==> src/rtl/id_ex_pipe_reg_if.sv <==
// rtl/id_ex_pipe_reg_if.sv - ID/EX pipeline register bundle: ID-side inputs, E-side outputs, stall/hold/flush
// Optional port bubble_cnt present only with ID_EX_PERF_CNT_EN.
interface id_ex_pipe_reg_if #(parameter int DW = 32);
  logic          RegWriteD, MemtoRegD, MemWriteD, RegDstRtD, ALUSrcD;
  logic [3:0]    ALUCtrlD;
  logic [4:0]    rsD, rtD, rwD;
  logic [DW-1:0] rd1D, rd2D, immD, pcD;
  logic          validD, UsesRtD, hold, flushE;

  logic          RegWriteE, MemtoRegE, MemWriteE, RegDstRtE, ALUSrcE, validE;
  logic [3:0]    ALUCtrlE;
  logic [4:0]    rsE, rtE, rwE;
  logic [DW-1:0] rd1E, rd2E, immE, pcE;
  logic          stallFD;
`ifdef ID_EX_PERF_CNT_EN
  logic [31:0]   bubble_cnt;
`endif

  modport master (
    output RegWriteD, MemtoRegD, MemWriteD, RegDstRtD, ALUSrcD, ALUCtrlD,
    output rsD, rtD, rwD, rd1D, rd2D, immD, pcD, validD, UsesRtD, hold, flushE,
    input  RegWriteE, MemtoRegE, MemWriteE, RegDstRtE, ALUSrcE, validE, ALUCtrlE,
    input  rsE, rtE, rwE, rd1E, rd2E, immE, pcE, stallFD
`ifdef ID_EX_PERF_CNT_EN
    , input bubble_cnt
`endif
  );

  modport slave (
    input  RegWriteD, MemtoRegD, MemWriteD, RegDstRtD, ALUSrcD, ALUCtrlD,
    input  rsD, rtD, rwD, rd1D, rd2D, immD, pcD, validD, UsesRtD, hold, flushE,
    output RegWriteE, MemtoRegE, MemWriteE, RegDstRtE, ALUSrcE, validE, ALUCtrlE,
    output rsE, rtE, rwE, rd1E, rd2E, immE, pcE, stallFD
`ifdef ID_EX_PERF_CNT_EN
    , output bubble_cnt
`endif
  );
endinterface

==> src/rtl/id_ex_pipe_reg.sv <==
// rtl/id_ex_pipe_reg.sv - ID/EX pipeline register with load-use bubble insertion
// Optional saturating bubble counter enabled by ID_EX_PERF_CNT_EN.
module id_ex_pipe_reg #(
  parameter int DW = 32
) (
  input logic              clk,
  input logic              rst_n,
  id_ex_pipe_reg_if.slave  bus
);

  typedef struct packed {
    logic          reg_write;
    logic          mem_to_reg;
    logic          mem_write;
    logic          reg_dst_rt;
    logic          alu_src;
    logic          valid;
    logic [3:0]    alu_ctrl;
    logic [4:0]    rs;
    logic [4:0]    rt;
    logic [4:0]    rw;
    logic [DW-1:0] rd1;
    logic [DW-1:0] rd2;
    logic [DW-1:0] imm;
    logic [DW-1:0] pc;
  } e_slot_t;

  e_slot_t e_q, e_d, d_slot;
  logic    luse;

  always_comb begin
    d_slot = '{reg_write:  bus.RegWriteD,
               mem_to_reg: bus.MemtoRegD,
               mem_write:  bus.MemWriteD,
               reg_dst_rt: bus.RegDstRtD,
               alu_src:    bus.ALUSrcD,
               valid:      bus.validD,
               alu_ctrl:   bus.ALUCtrlD,
               rs:         bus.rsD,
               rt:         bus.rtD,
               rw:         bus.rwD,
               rd1:        bus.rd1D,
               rd2:        bus.rd2D,
               imm:        bus.immD,
               pc:         bus.pcD};
  end

  // A load in E whose result an ID source needs; $0 is never a hazard.
  always_comb begin
    luse = e_q.valid & e_q.mem_to_reg & e_q.reg_write & (e_q.rw != 5'd0) & bus.validD &
           ((e_q.rw == bus.rsD) | (bus.UsesRtD & (e_q.rw == bus.rtD)));
  end

  assign bus.stallFD = luse & ~bus.hold;

  // An all-zero slot is the bubble: no controls, no register matches, no data.
  always_comb begin
    e_d = e_q;
    if (!bus.hold) begin
      if (bus.flushE || luse) begin
        e_d = '0;
      end else begin
        e_d = d_slot;
      end
    end
  end

  always_ff @(posedge clk or negedge rst_n) begin
    if (!rst_n) begin
      e_q <= '0;
    end else begin
      e_q <= e_d;
    end
  end

  assign bus.RegWriteE = e_q.reg_write;
  assign bus.MemtoRegE = e_q.mem_to_reg;
  assign bus.MemWriteE = e_q.mem_write;
  assign bus.RegDstRtE = e_q.reg_dst_rt;
  assign bus.ALUSrcE   = e_q.alu_src;
  assign bus.validE    = e_q.valid;
  assign bus.ALUCtrlE  = e_q.alu_ctrl;
  assign bus.rsE       = e_q.rs;
  assign bus.rtE       = e_q.rt;
  assign bus.rwE       = e_q.rw;
  assign bus.rd1E      = e_q.rd1;
  assign bus.rd2E      = e_q.rd2;
  assign bus.immE      = e_q.imm;
  assign bus.pcE       = e_q.pc;

`ifdef ID_EX_PERF_CNT_EN
  logic [31:0] bubble_cnt_q, bubble_cnt_d;

  // Only hazard bubbles count; flush bubbles are a branch cost, not a load cost.
  always_comb begin
    bubble_cnt_d = bubble_cnt_q;
    if (!bus.hold && !bus.flushE && luse && (bubble_cnt_q != 32'hFFFF_FFFF)) begin
      bubble_cnt_d = bubble_cnt_q + 32'd1;
    end
  end

  always_ff @(posedge clk or negedge rst_n) begin
    if (!rst_n) begin
      bubble_cnt_q <= 32'd0;
    end else begin
      bubble_cnt_q <= bubble_cnt_d;
    end
  end

  assign bus.bubble_cnt = bubble_cnt_q;
`endif

endmodule

==> src/flat_wrapper.sv <==
// flat-port wrapper written by rule: the top's interface ports become plain ports
module id_ex_pipe_reg_flat 
#(
  parameter int DW = 32
)
  (clk, rst_n, bus_RegWriteD, bus_MemtoRegD, bus_MemWriteD, bus_RegDstRtD, bus_ALUSrcD, bus_ALUCtrlD, bus_rsD, bus_rtD, bus_rwD, bus_rd1D, bus_rd2D, bus_immD, bus_pcD, bus_validD, bus_UsesRtD, bus_hold, bus_flushE, bus_RegWriteE, bus_MemtoRegE, bus_MemWriteE, bus_RegDstRtE, bus_ALUSrcE, bus_validE, bus_ALUCtrlE, bus_rsE, bus_rtE, bus_rwE, bus_rd1E, bus_rd2E, bus_immE, bus_pcE, bus_stallFD);
  id_ex_pipe_reg_if #(.DW(DW)) bus_i ();
  input logic clk;
  input logic rst_n;
  input wire logic [$bits(bus_i.RegWriteD)-1:0] bus_RegWriteD;
  input wire logic [$bits(bus_i.MemtoRegD)-1:0] bus_MemtoRegD;
  input wire logic [$bits(bus_i.MemWriteD)-1:0] bus_MemWriteD;
  input wire logic [$bits(bus_i.RegDstRtD)-1:0] bus_RegDstRtD;
  input wire logic [$bits(bus_i.ALUSrcD)-1:0] bus_ALUSrcD;
  input wire logic [$bits(bus_i.ALUCtrlD)-1:0] bus_ALUCtrlD;
  input wire logic [$bits(bus_i.rsD)-1:0] bus_rsD;
  input wire logic [$bits(bus_i.rtD)-1:0] bus_rtD;
  input wire logic [$bits(bus_i.rwD)-1:0] bus_rwD;
  input wire logic [$bits(bus_i.rd1D)-1:0] bus_rd1D;
  input wire logic [$bits(bus_i.rd2D)-1:0] bus_rd2D;
  input wire logic [$bits(bus_i.immD)-1:0] bus_immD;
  input wire logic [$bits(bus_i.pcD)-1:0] bus_pcD;
  input wire logic [$bits(bus_i.validD)-1:0] bus_validD;
  input wire logic [$bits(bus_i.UsesRtD)-1:0] bus_UsesRtD;
  input wire logic [$bits(bus_i.hold)-1:0] bus_hold;
  input wire logic [$bits(bus_i.flushE)-1:0] bus_flushE;
  output wire logic [$bits(bus_i.RegWriteE)-1:0] bus_RegWriteE;
  output wire logic [$bits(bus_i.MemtoRegE)-1:0] bus_MemtoRegE;
  output wire logic [$bits(bus_i.MemWriteE)-1:0] bus_MemWriteE;
  output wire logic [$bits(bus_i.RegDstRtE)-1:0] bus_RegDstRtE;
  output wire logic [$bits(bus_i.ALUSrcE)-1:0] bus_ALUSrcE;
  output wire logic [$bits(bus_i.validE)-1:0] bus_validE;
  output wire logic [$bits(bus_i.ALUCtrlE)-1:0] bus_ALUCtrlE;
  output wire logic [$bits(bus_i.rsE)-1:0] bus_rsE;
  output wire logic [$bits(bus_i.rtE)-1:0] bus_rtE;
  output wire logic [$bits(bus_i.rwE)-1:0] bus_rwE;
  output wire logic [$bits(bus_i.rd1E)-1:0] bus_rd1E;
  output wire logic [$bits(bus_i.rd2E)-1:0] bus_rd2E;
  output wire logic [$bits(bus_i.immE)-1:0] bus_immE;
  output wire logic [$bits(bus_i.pcE)-1:0] bus_pcE;
  output wire logic [$bits(bus_i.stallFD)-1:0] bus_stallFD;
  assign bus_i.RegWriteD = bus_RegWriteD;
  assign bus_i.MemtoRegD = bus_MemtoRegD;
  assign bus_i.MemWriteD = bus_MemWriteD;
  assign bus_i.RegDstRtD = bus_RegDstRtD;
  assign bus_i.ALUSrcD = bus_ALUSrcD;
  assign bus_i.ALUCtrlD = bus_ALUCtrlD;
  assign bus_i.rsD = bus_rsD;
  assign bus_i.rtD = bus_rtD;
  assign bus_i.rwD = bus_rwD;
  assign bus_i.rd1D = bus_rd1D;
  assign bus_i.rd2D = bus_rd2D;
  assign bus_i.immD = bus_immD;
  assign bus_i.pcD = bus_pcD;
  assign bus_i.validD = bus_validD;
  assign bus_i.UsesRtD = bus_UsesRtD;
  assign bus_i.hold = bus_hold;
  assign bus_i.flushE = bus_flushE;
  assign bus_RegWriteE = bus_i.RegWriteE;
  assign bus_MemtoRegE = bus_i.MemtoRegE;
  assign bus_MemWriteE = bus_i.MemWriteE;
  assign bus_RegDstRtE = bus_i.RegDstRtE;
  assign bus_ALUSrcE = bus_i.ALUSrcE;
  assign bus_validE = bus_i.validE;
  assign bus_ALUCtrlE = bus_i.ALUCtrlE;
  assign bus_rsE = bus_i.rsE;
  assign bus_rtE = bus_i.rtE;
  assign bus_rwE = bus_i.rwE;
  assign bus_rd1E = bus_i.rd1E;
  assign bus_rd2E = bus_i.rd2E;
  assign bus_immE = bus_i.immE;
  assign bus_pcE = bus_i.pcE;
  assign bus_stallFD = bus_i.stallFD;
  id_ex_pipe_reg #(.DW(DW)) u_core (.clk(clk), .rst_n(rst_n), .bus(bus_i));
endmodule
==> config.mk <==
export PLATFORM = sky130hd
export DESIGN_NAME = id_ex_pipe_reg_flat
export DESIGN_NICKNAME = d
export VERILOG_FILES = /design/src/rtl/id_ex_pipe_reg_if.sv /design/src/rtl/id_ex_pipe_reg.sv /design/src/flat_wrapper.sv
export SDC_FILE = /design/constraint.sdc
export NUM_CORES = 1
export LEC_CHECK = 0
export CAP_MARGIN = 20
export CORE_ASPECT_RATIO = 2
export CORE_UTILIZATION = 46
export CTS_BUF_LIST = sky130_fd_sc_hd__clkbuf_16
export CTS_CLUSTER_SIZE = 28
export DETAILED_ROUTE_END_ITERATION = 7
export MAX_ROUTING_LAYER = met4
export PLACE_DENSITY_LB_ADDON = 0.05
export SYNTH_ARGS = -nofsm -noshare
export SYNTH_HDL_FRONTEND = slang
export SYNTH_SLANG_ARGS = --single-unit
==> constraint.sdc <==
create_clock -name clk -period 2 [get_ports clk]
set_input_delay 0.2 -clock clk [delete_from_list [all_inputs] [get_ports clk]]
set_output_delay 0.2 -clock clk [all_outputs]
set_load 0.05 [all_outputs]
==> After elaboration in Yosys (flattened, before gate mapping) <==
Cells that the tools add are included.
{ "totals": {"regBits": 153, "input_bits": 158, "word_cells": 28} }
{ "op_classes": {"n_eq_ne": 2, "n_mux": 1, "bitwise": 9, "reduce_logical": 2} }
{ "op_table": {"columns": ["operator", "n"], "rows": [
  ["153-bit 2-to-1 mux", 1],
  ["5-bit == test", 2],
  ["1-bit AND", 7],
  ["5-bit nonzero test", 1],
  ["1-bit logical OR", 1],
  ["1-bit NOT", 1],
  ["1-bit OR", 1]
]} }

==> Logic depth before layout (Yosys ltp) <==
Gate-level depths: netlist (run 1).
{ "depth": {"ltp_word": 7, "depth_mapped": 6, "mapped_depth_nobuf": 4} }

==> Worst setup path after synthesis (run 1) <==
No wires, ideal clock.
{ "synth_timing": {"path_type": "flip-flop to output port", "start": "register u_core.e_q (netlist bit u_core.bus.rwE[2])", "end": "output bus_stallFD", "arrival_ns": 2.720, "required_time_ns": 1.800, "path_slack_ns": -0.920, "path_stages_with_launch": 6, "cell_sequence": "dfrtp_1 > xnor2_1 > nand3_1 > o22ai_2 > clkbuf_1 > nor3b_1"} }
{ "synth_between": {"elab_chain_len": 5, "word_cells_on_any_way": 9} }
{ "synth_rtl": {"columns": ["item", "line_no", "source"], "rows": [
  ["from (decl)", "id_ex_pipe_reg.sv:28", "e_slot_t e_q, e_d, d_slot;"],
  ["from (signal assigned)", "id_ex_pipe_reg.sv:70", "e_q <= '0;"],
  ["from (signal assigned)", "id_ex_pipe_reg.sv:72", "e_q <= e_d;"],
  ["5-bit == test or 5-bit nonzero test (tied branches)", "id_ex_pipe_reg.sv:51, id_ex_pipe_reg.sv:50", null],
  ["1-bit AND, on equally long branches", "id_ex_pipe_reg.sv:51, id_ex_pipe_reg.sv:50", null],
  ["1-bit OR or 1-bit AND (tied branches)", "id_ex_pipe_reg.sv:51, id_ex_pipe_reg.sv:50", null],
  ["1-bit AND *", "id_ex_pipe_reg.sv:50", "luse = e_q.valid & e_q.mem_to_reg & e_q.reg_write & (e_q.rw != 5'd0) & bus.validD &"],
  ["1-bit AND *", "id_ex_pipe_reg.sv:54", "assign bus.stallFD = luse & ~bus.hold;"],
  ["to (decl)", "flat_wrapper.sv:41", "output wire logic [$bits(bus_i.stallFD)-1:0] bus_stallFD;"]
]} }
Mark *: on every way between the ends. The rest lies on a longest branch, timed or not.

==> Final worst setup path (run 1) <==
{ "layout_timing": {"start": "register u_core.e_q (netlist bit u_core.bus.rwE[3])", "end": "output bus_stallFD"} }
The elaborated chain is that of the path after synthesis.

==> Flow_metrics.wiki, run 1 <==
{| class="wikitable"
! Metric !! Value
|-
| Post-synthesis share of cell area spent on and, or, nand and nor gates || 27.3%
|-
| Combinational fraction of design power || 35.8%
|-
| Worst setup path class || register to primary output
|-
| Std-Cell Core Area || around 19000 um^2
|-
| Data arrival time of the critical path || 1.88 ns
|-
| IO Port Bufs || roughly 310
|-
| Root buffer cell || clkbuf_16
|-
| Multiplexer share of the synthesized area || 0%
|-
| Number of levels the H-tree was split into || 4
|-
| Share of final-layout standard cells stronger than drive strength 1 || 20.2%
|-
| Worst setup slack after placement || 0.0547 ns
|-
| Synth Area in XOR/XNOR || under 10%
|-
| Mapped Cells || between 800 and 900
|-
| Length of routed met3 wiring || ~1300 um
|-
| Via count of the routed design || 8159
|-
| Clock slew at the register clock pins of the worst setup and hold paths || 0.06 ns
|-
| Total detailed-routing wirelength || 26600 um
|-
| Critical Path Fanout Max || 3
|-
| Worst Setup End Kind || primary output
|-
| Met1 Routed Length || 10600 um
|-
| Avg WL per Cell || 18.7 um
|-
| Sequential fraction of design power || a little over a third
|-
| Power density over the cells || 821 nW/um^2
|-
| DRT Pass-1 Iters || 5
|-
| Final number of max-transition violations || 0
|-
| Maximum capacitance violations || 0
|-
| Internal power || around 0.0068 W
|-
| Reg2reg setup slack || 0 ns
|-
| Type of the most critical hold path || input port to async pin
|-
| TritonCTS clock tree || built
|-
| Worst flop-to-flop path endpoint || u_core.bus.rtE[3]
|-
| Aggregate global routing overflow || 0
|-
| Achievable clock frequency || 0.480 GHz
|-
| Switching power || roughly 0.004 W
|-
| Clock network fraction of design power || about 30%
|-
| Pin slew with the least headroom to its limit || between 0.5 and 0.6 ns
|-
| Sw Share || 36.4%
|-
| Placed inst area || 12300 um^2
|-
| Antenna-violating nets left || 0
|-
| Portion of the post-synthesis area used by sequential elements || 43.8%
|-
| Final count of hold timing violations || 0
|-
| Leading register cell type out of synthesis || dfrtp_1
|-
| RD Place Congestion || roughly 0.87
|-
| Final clock skew || 0.00713 ns
|-
| Cell variety after synth || 21
|-
| Share of the synthesized area in compound gates (AO/OA/AOI/OAI) || 22.3%
|-
| Starting Density || 46.7%
|-
| Fin worst setup slack || -0.0846 ns
|-
| Detailed placement HPWL || 17800 um
|-
| Leading post-synthesis cells by cell area || dfrtp_1, or3b_2, nor3b_1
|-
| Most frequent cell after synthesis || dfrtp_1
|-
| Minimum clock period || 2.08 ns
|-
| Floorplan die area || 19600 um^2
|-
| CTS sink count || 153
|-
| Post-Layout Inst Area || about 13000 um^2
|-
| Portion of the clock cycle consumed by the worst path in the final layout || 104%
|-
| Setup Total Neg Slack || -0.0846 ns
|-
| Netlist Area Pre-Place || 8750 um^2
|-
| Maximum resistive drop on vdd || 0.537 mV
|-
| Antenna violations before repair || 3
|-
| Crit Reg-Reg Startpoint || u_core.bus.rwE[3]
|-
| Nets in the synthesized netlist || 1044
|-
| Type of element launching the critical path || register
|-
| Met2 WL post-DR || roughly 14000 um
|-
| Relative slew slack || about three fifths
|-
| Mean instance size in the synthesized netlist || 9.87 um^2
|-
| Global Route Usage Sum || 27.7%
|-
| Violations in the final reports || negative setup slack
|-
| Initial DRC Count || 330
|-
| Clock latency on the worst-skew pair || 0.42 ns
|-
| Dominant combinational cell family by area after synthesis || simple AND/OR/NAND/NOR gates
|-
| Top-area cell type share of the netlist area || 43.8%
|-
| Ys async rst share || 100%
|-
| Setup repair after global routing missed its margin || yes
|-
| DRC violation count after routing || 0
|-
| Leading cell types by count after synthesis || dfrtp_1, nor3b_1, a22oi_1, or3b_2, o21ai_0
|-
| Final Hold Slack || 0.299 ns
|-
| Rows || 71
|-
| Die outline width || 99.5 um
|-
| Die height || just under 200 um
|-
| Clock Tree Buf Depth || 2
|-
| Number of top-level pins || 312
|-
| Status || finished, violations left
|-
| Library cell occupying the most area in the post-synthesis netlist || dfrtp_1
|-
| Maximum number of pins on one net before global-route repair || 82
|-
| Area growth, synth to finish || 49.1%
|-
| Via-per-instance ratio || 5.73
|-
| Leak pwr || 4.83 nW
|-
| WP data required || 1.80 ns
|-
| Adder-cell area share of the yosys netlist || 0%
|-
| Number of warnings issued by yosys || 0
|-
| Worst r2r path cells || 7
|-
| Number of enable-type register cells in the synthesized netlist || 0
|-
| Via count of the first global-routing pass || 7781
|-
| Num CTS Buffers || 17
|-
| Finish-stage setup viols || 1
|-
| Number of synthesized register bits || 153
|-
| Total Nets Final || 1310
|-
| Highest layer used for signal routing || met4
|-
| Global-route wire length before repair || about 41000 um
|}
==> per-layer routing <==
metal,GRT usage (%),vias up
met1,32.5,3994
met2,45.0,241
met4,14.2,0
li1,-,3879
met3,5.32,45
met5,-,-
==> critical path, stage by stage (launching register included) <==
cell,delay (ns)
dfrtp_2,0.42
or4_4,0.53
o21ai_4,0.18
buf_12,0.13
nor3b_4,0.04
buf_6,0.16
==> power by group through the flow <==
stage / registers (W) / logic, W / clock network [W]
after floorplan: 0.00513 / 0.000885 / 0
after global placement: 0.00377 / 0.00377 / 0
after detailed placement: 0.00378 / 0.00380 / 0
after CTS: 0.00373 / 0.00383 / 0.00320
after global routing: 0.00377 / 0.00403 / 0.00332
final: 0.00373 / 0.00383 / 0.00314
==> worst max-delay path by stage <==
stage / depth (start not counted) / from / to
final: 5 / u_core.bus.rwE[3] / bus_stallFD
after global routing: 5 / u_core.bus.rwE[0] / bus_stallFD
after CTS: 5 / u_core.bus.rwE[2] / bus_stallFD
after detailed placement: 7 / bus_rsD[4] / u_core.bus.pcE[8]
after global placement: 6 / bus_rtD[2] / bus_stallFD
after floorplan: 5 / u_core.bus.rwE[2] / bus_stallFD
==> sequential cells by signal, summed over array words and instances (netlist names), 4 cells and up <==
| name | cells |
|---|---|
| u_core.bus.ALUCtrlE | 4 |
| u_core.bus.immE | 32 |
| u_core.bus.pcE | 32 |
| u_core.bus.rd1E | 32 |
| u_core.bus.rd2E | 32 |
| u_core.bus.rsE | 5 |
| u_core.bus.rtE | 5 |
| u_core.bus.rwE | 5 |
==> repair_timing <==
action	4_1_cts	5_1_grt
gates cloned	1	1
endpoints found under the hold margin	47	0
pin swaps	4	7
hold buffers	1	0
buffers inserted	4	0
endpoints found under the setup margin	1	77
resized for setup	2	8
==> metrics by stage <==
stage	total power (W)	instances	util, %
global route	0.0111	1423	69.6
global placement	0.00754	1381	65.7
finish	0.0107	1424	69.6
CTS	0.0108	1419	69.1
floorplan	0.00602	886	-
detailed placement	0.00758	1381	65.7
==> logic make-up (layout without fill, tap and decap cells) <==
family | Yosys count | count (layout)
compound gates | 308 | 308
simple gates | 302 | 302
flops | 153 | 153
buf+inv | 113 | 392
xor+xnor | 10 | 10
other cells | 0 | 4
==> placed cells by master (no fill, tap or decap), types with 2 or more instances in the layout <==
master / netlist / final
o21ai_0: 93 / 93
clkinvlp_4: 0 / 4
a32oi_1: 12 / 12
buf_6: 7 / 5
clkbuf_16: 0 / 18
dfrtp_1: 153 / 148
clkinv_1: 0 / 2
nand2_1: 14 / 14
xnor2_2: 0 / 4
diode_2: 0 / 4
inv_1: 0 / 2
o21ai_1: 60 / 60
or3b_2: 141 / 141
buf_4: 0 / 22
xnor2_1: 10 / 6
dfrtp_2: 0 / 5
clkdlybuf4s50_1: 0 / 307
a22oi_1: 141 / 141
nor3b_1: 142 / 141
clkinv_2: 0 / 3
buf_12: 0 / 21
bufinv_16: 0 / 2
clkinv_4: 0 / 2
==> cell type report <==
| type | instances | area, um^2 |
|---|---|---|
| diodes | 4 | 10.0 |
| clock buffers | 17 | 425 |
| clock inverters | 15 | 138 |
| fillers | 1450 | 5700 |
| multi-input cells | 620 | 4490 |
| flip-flops and latches | 153 | 3830 |
| well taps | 255 | 319 |
| repair buffers | 360 | 3820 |
Note: power is estimated with default switching activity, not from simulation.
==> run 2: changes to the inputs <==
--- a/config.mk
+++ b/config.mk
@@ -12,7 +12,8 @@
 export CTS_CLUSTER_SIZE = 28
 export DETAILED_ROUTE_END_ITERATION = 7
 export MAX_ROUTING_LAYER = met4
-export PLACE_DENSITY_LB_ADDON = 0.05
+export PLACE_DENSITY = 0.82
+export SLEW_MARGIN = 20
 export SYNTH_ARGS = -nofsm -noshare
 export SYNTH_HDL_FRONTEND = slang
 export SYNTH_SLANG_ARGS = --single-unit
==> run 2 against run 1 <==
The flow still finishes with violations (negative setup slack). Sequential power about the same. Critical path depth did not move. Non-clock buffer count is 22 higher. Clock skew grew 0.0049 ns. Routed wire length up 8.8%. Worst hold slack improved by 0.0050 ns. Cell count grew 1.5%. Clock power is 11% higher. Via count grew 4.4%. Global-route usage increased by 1.7 points. Largest power group unchanged. Highest routed layer unchanged.
==> Flow_metrics.wiki, run 2 (same netlist as run 1, synthesis figures left out) <==
{| class="wikitable"
! Metric !! Value
|-
| Status || finished, violations left
|-
| Violations in the final reports || negative setup slack
|-
| Maximum resistive drop on vdd || around 0.55 mV
|-
| Via count of the first global-routing pass || just over 8000
|-
| Global routing met1 resource utilization || 33.6%
|-
| Maximum capacitance violations || 0
|-
| Num CTS Buffers || 17
|-
| Clock latency on the worst-skew pair || 0.43 ns
|-
| Worst Setup End Kind || primary output
|-
| Leak pwr || 5.06 nW
|-
| Clock Tree Buf Depth || 2
|-
| Area growth, synth to finish || 53.2%
|-
| Fillers || about 1400
|-
| WP data required || 1.80 ns
|-
| Met2 capacity usage during global routing || between 40% and 50%
|-
| Data arrival time of the critical path || approximately 2.0 ns
|-
| Starting Density || 46.7%
|-
| Gr busiest metal || met2
|-
| Critical Path Fanout Max || 4
|-
| Global-route wire length before repair || 43600 um
|-
| Total Nets Final || 1332
|-
| Number of levels the H-tree was split into || 4
|-
| Share of final-layout standard cells stronger than drive strength 1 || roughly 21%
|-
| Root buffer cell || clkbuf_16
|-
| Detailed placement HPWL || roughly 19000 um
|-
| Final number of max-transition violations || 0
|-
| DRT Pass-1 Iters || 6
|-
| Highest-count cells in the layout ignoring fill and taps || clkdlybuf4s50_1, dfrtp_1, or3b_2, nor3b_1, a22oi_1
|-
| Rows || 71
|-
| Global Route Usage Sum || 29.4%
|-
| Die height || 197 um
|-
| Minimum clock period || 2.20 ns
|-
| Maximum number of pins on one net before global-route repair || 99
|-
| Setup Total Neg Slack || -0.203 ns
|-
| CTS sink count || 153
|-
| Aggregate global routing overflow || 0
|-
| Clock slew at the register clock pins of the worst setup and hold paths || 0.06 ns
|-
| RD Place Congestion || just under 0.9
|-
| Fraction of the core area covered by cells at the end of the flow || 71.5%
|-
| Std-Cell Core Area || 18700 um^2
|-
| Commonest non-fill, non-tap cell in the layout || clkdlybuf4s50_1
|-
| Final count of hold timing violations || 0
|-
| Final clock skew || 0.0120 ns
|-
| Initial DRC Count || 487
|-
| Total detailed-routing wirelength || 29000 um
|-
| Global-route track usage on met3 || roughly 4.6%
|-
| Worst setup path class || register to primary output
|-
| Number of top-level pins || 312
|-
| Finish-stage setup viols || 1
|-
| DRC violation count after routing || 0
|-
| IO Port Bufs || 311
|-
| Achievable clock frequency || 0.454 GHz
|-
| Relative slew slack || 56.9%
|-
| Type of element launching the critical path || register
|-
| Fin worst setup slack || -0.203 ns
|-
| Portion of the clock cycle consumed by the worst path in the final layout || 110%
|-
| Via-per-instance ratio || 5.89
|-
| TritonCTS clock tree || built
|-
| Type of the most critical hold path || input port to async pin
|-
| Floorplan die area || a little under 20000 um^2
|-
| Antenna-violating nets left || 0
|-
| Pin slew with the least headroom to its limit || 0.646 ns
|-
| Setup repair after global routing missed its margin || yes
|-
| Power density over the cells || 831 nW/um^2
|-
| Avg WL per Cell || roughly 20 um
|-
| Antenna violations before repair || 3
|-
| Via count of the routed design || 8515
|-
| Die outline width || 99.5 um
|}
[run 2: cell types whose count changed in the layout (fill, tap and decap cells not counted), moves of 3 or more]
cell and change:
buf_4 +14, clkinv_2 -3, clkdlybuf4s50_1 -4, bufinv_16 +3, inv_1 +4, buf_12 +5
clkbuf_16 +3
[run 2: power by group]
group	internal [W]	total (W)	switching (W)
sequential	0.00349	0.00374	0.000254
clock	0.00218	0.00347	0.00129
combinational	0.00156	0.00393	0.00237
[run 2: final cells by class]
class,count,area [um^2],share of cell area (%)
antenna,3,7.51,0.0560
clock inverter,15,195,1.46
sequential,153,3830,28.6
clock buffer,17,425,3.17
tap,255,319,2.38
multi-input combinational,620,4490,33.5
timing repair buffer,382,4130,30.8
[run 2: critical path: stages, from the launching register on]
cell and delay [ns]:
dfrtp_2 0.47, xnor2_1 0.22, nand4_1 0.20, o22ai_4 0.25, nor3b_4 0.27, buf_12 0.16
[run 2: stage by stage]
step	instances	setup slack [ns]	total power [W]	hold WS [ns]	cell area, um^2
5_1_grt	1445	-0.244	0.0115	0.353	13400
3_5_place_dp	1398	0.000983	0.00765	0.210	12500
6_report	1445	-0.203	0.0111	0.304	13400
2_1_floorplan	886	0.00486	0.00602	-0.0956	8780
3_3_place_gp	1398	0.0371	0.00760	0.212	12500
4_1_cts	1435	-0.177	0.0112	0.332	13200
[run 2: path summary, 6_finish.rpt]
check	endpoint	depth (start not counted)	slack, ns	start
min in group clk	u_core.bus.RegWriteE	3	0.35	bus_RegWriteD
worst max-delay path	bus_stallFD	5	-0.20	u_core.bus.rwE[3]
max in group asynchronous	u_core.bus.rd1E[5]	3	1.05	rst_n
worst min register to register	u_core.bus.rtE[0]	2	0.50	u_core.bus.rtE[0]
worst max register to register	u_core.bus.rd1E[0]	7	0.07	u_core.bus.rwE[3]
worst min-delay path	u_core.bus.immE[8]	2	0.30	rst_n
[run 2: what timing repair did]
action / 4_1_cts / 5_1_grt
gates cloned: 1 / 5
setup buffers: 3 / 2
pin swaps: 4 / 6
gates resized for setup: 4 / 16
setup endpoints to repair: 3 / 138
hold buffers: 1 / 0
endpoints found under the hold margin: 50 / 0
[run 2: metal layers]
layer,vias up,part of all wire [%]
met5,-,0
met4,0,5.7
met3,98,4.4
met2,334,52
met1,4154,38
li1,3929,-
==> run 3: changes to the inputs <==
--- a/config.mk
+++ b/config.mk
@@ -9,7 +9,6 @@
 export CORE_ASPECT_RATIO = 2
 export CORE_UTILIZATION = 46
 export CTS_BUF_LIST = sky130_fd_sc_hd__clkbuf_16
-export CTS_CLUSTER_SIZE = 28
 export DETAILED_ROUTE_END_ITERATION = 7
 export MAX_ROUTING_LAYER = met4
 export PLACE_DENSITY = 0.82
==> results of run 3 <==
Same layout as run 2: the final DEF is identical, and so are final timing and power.
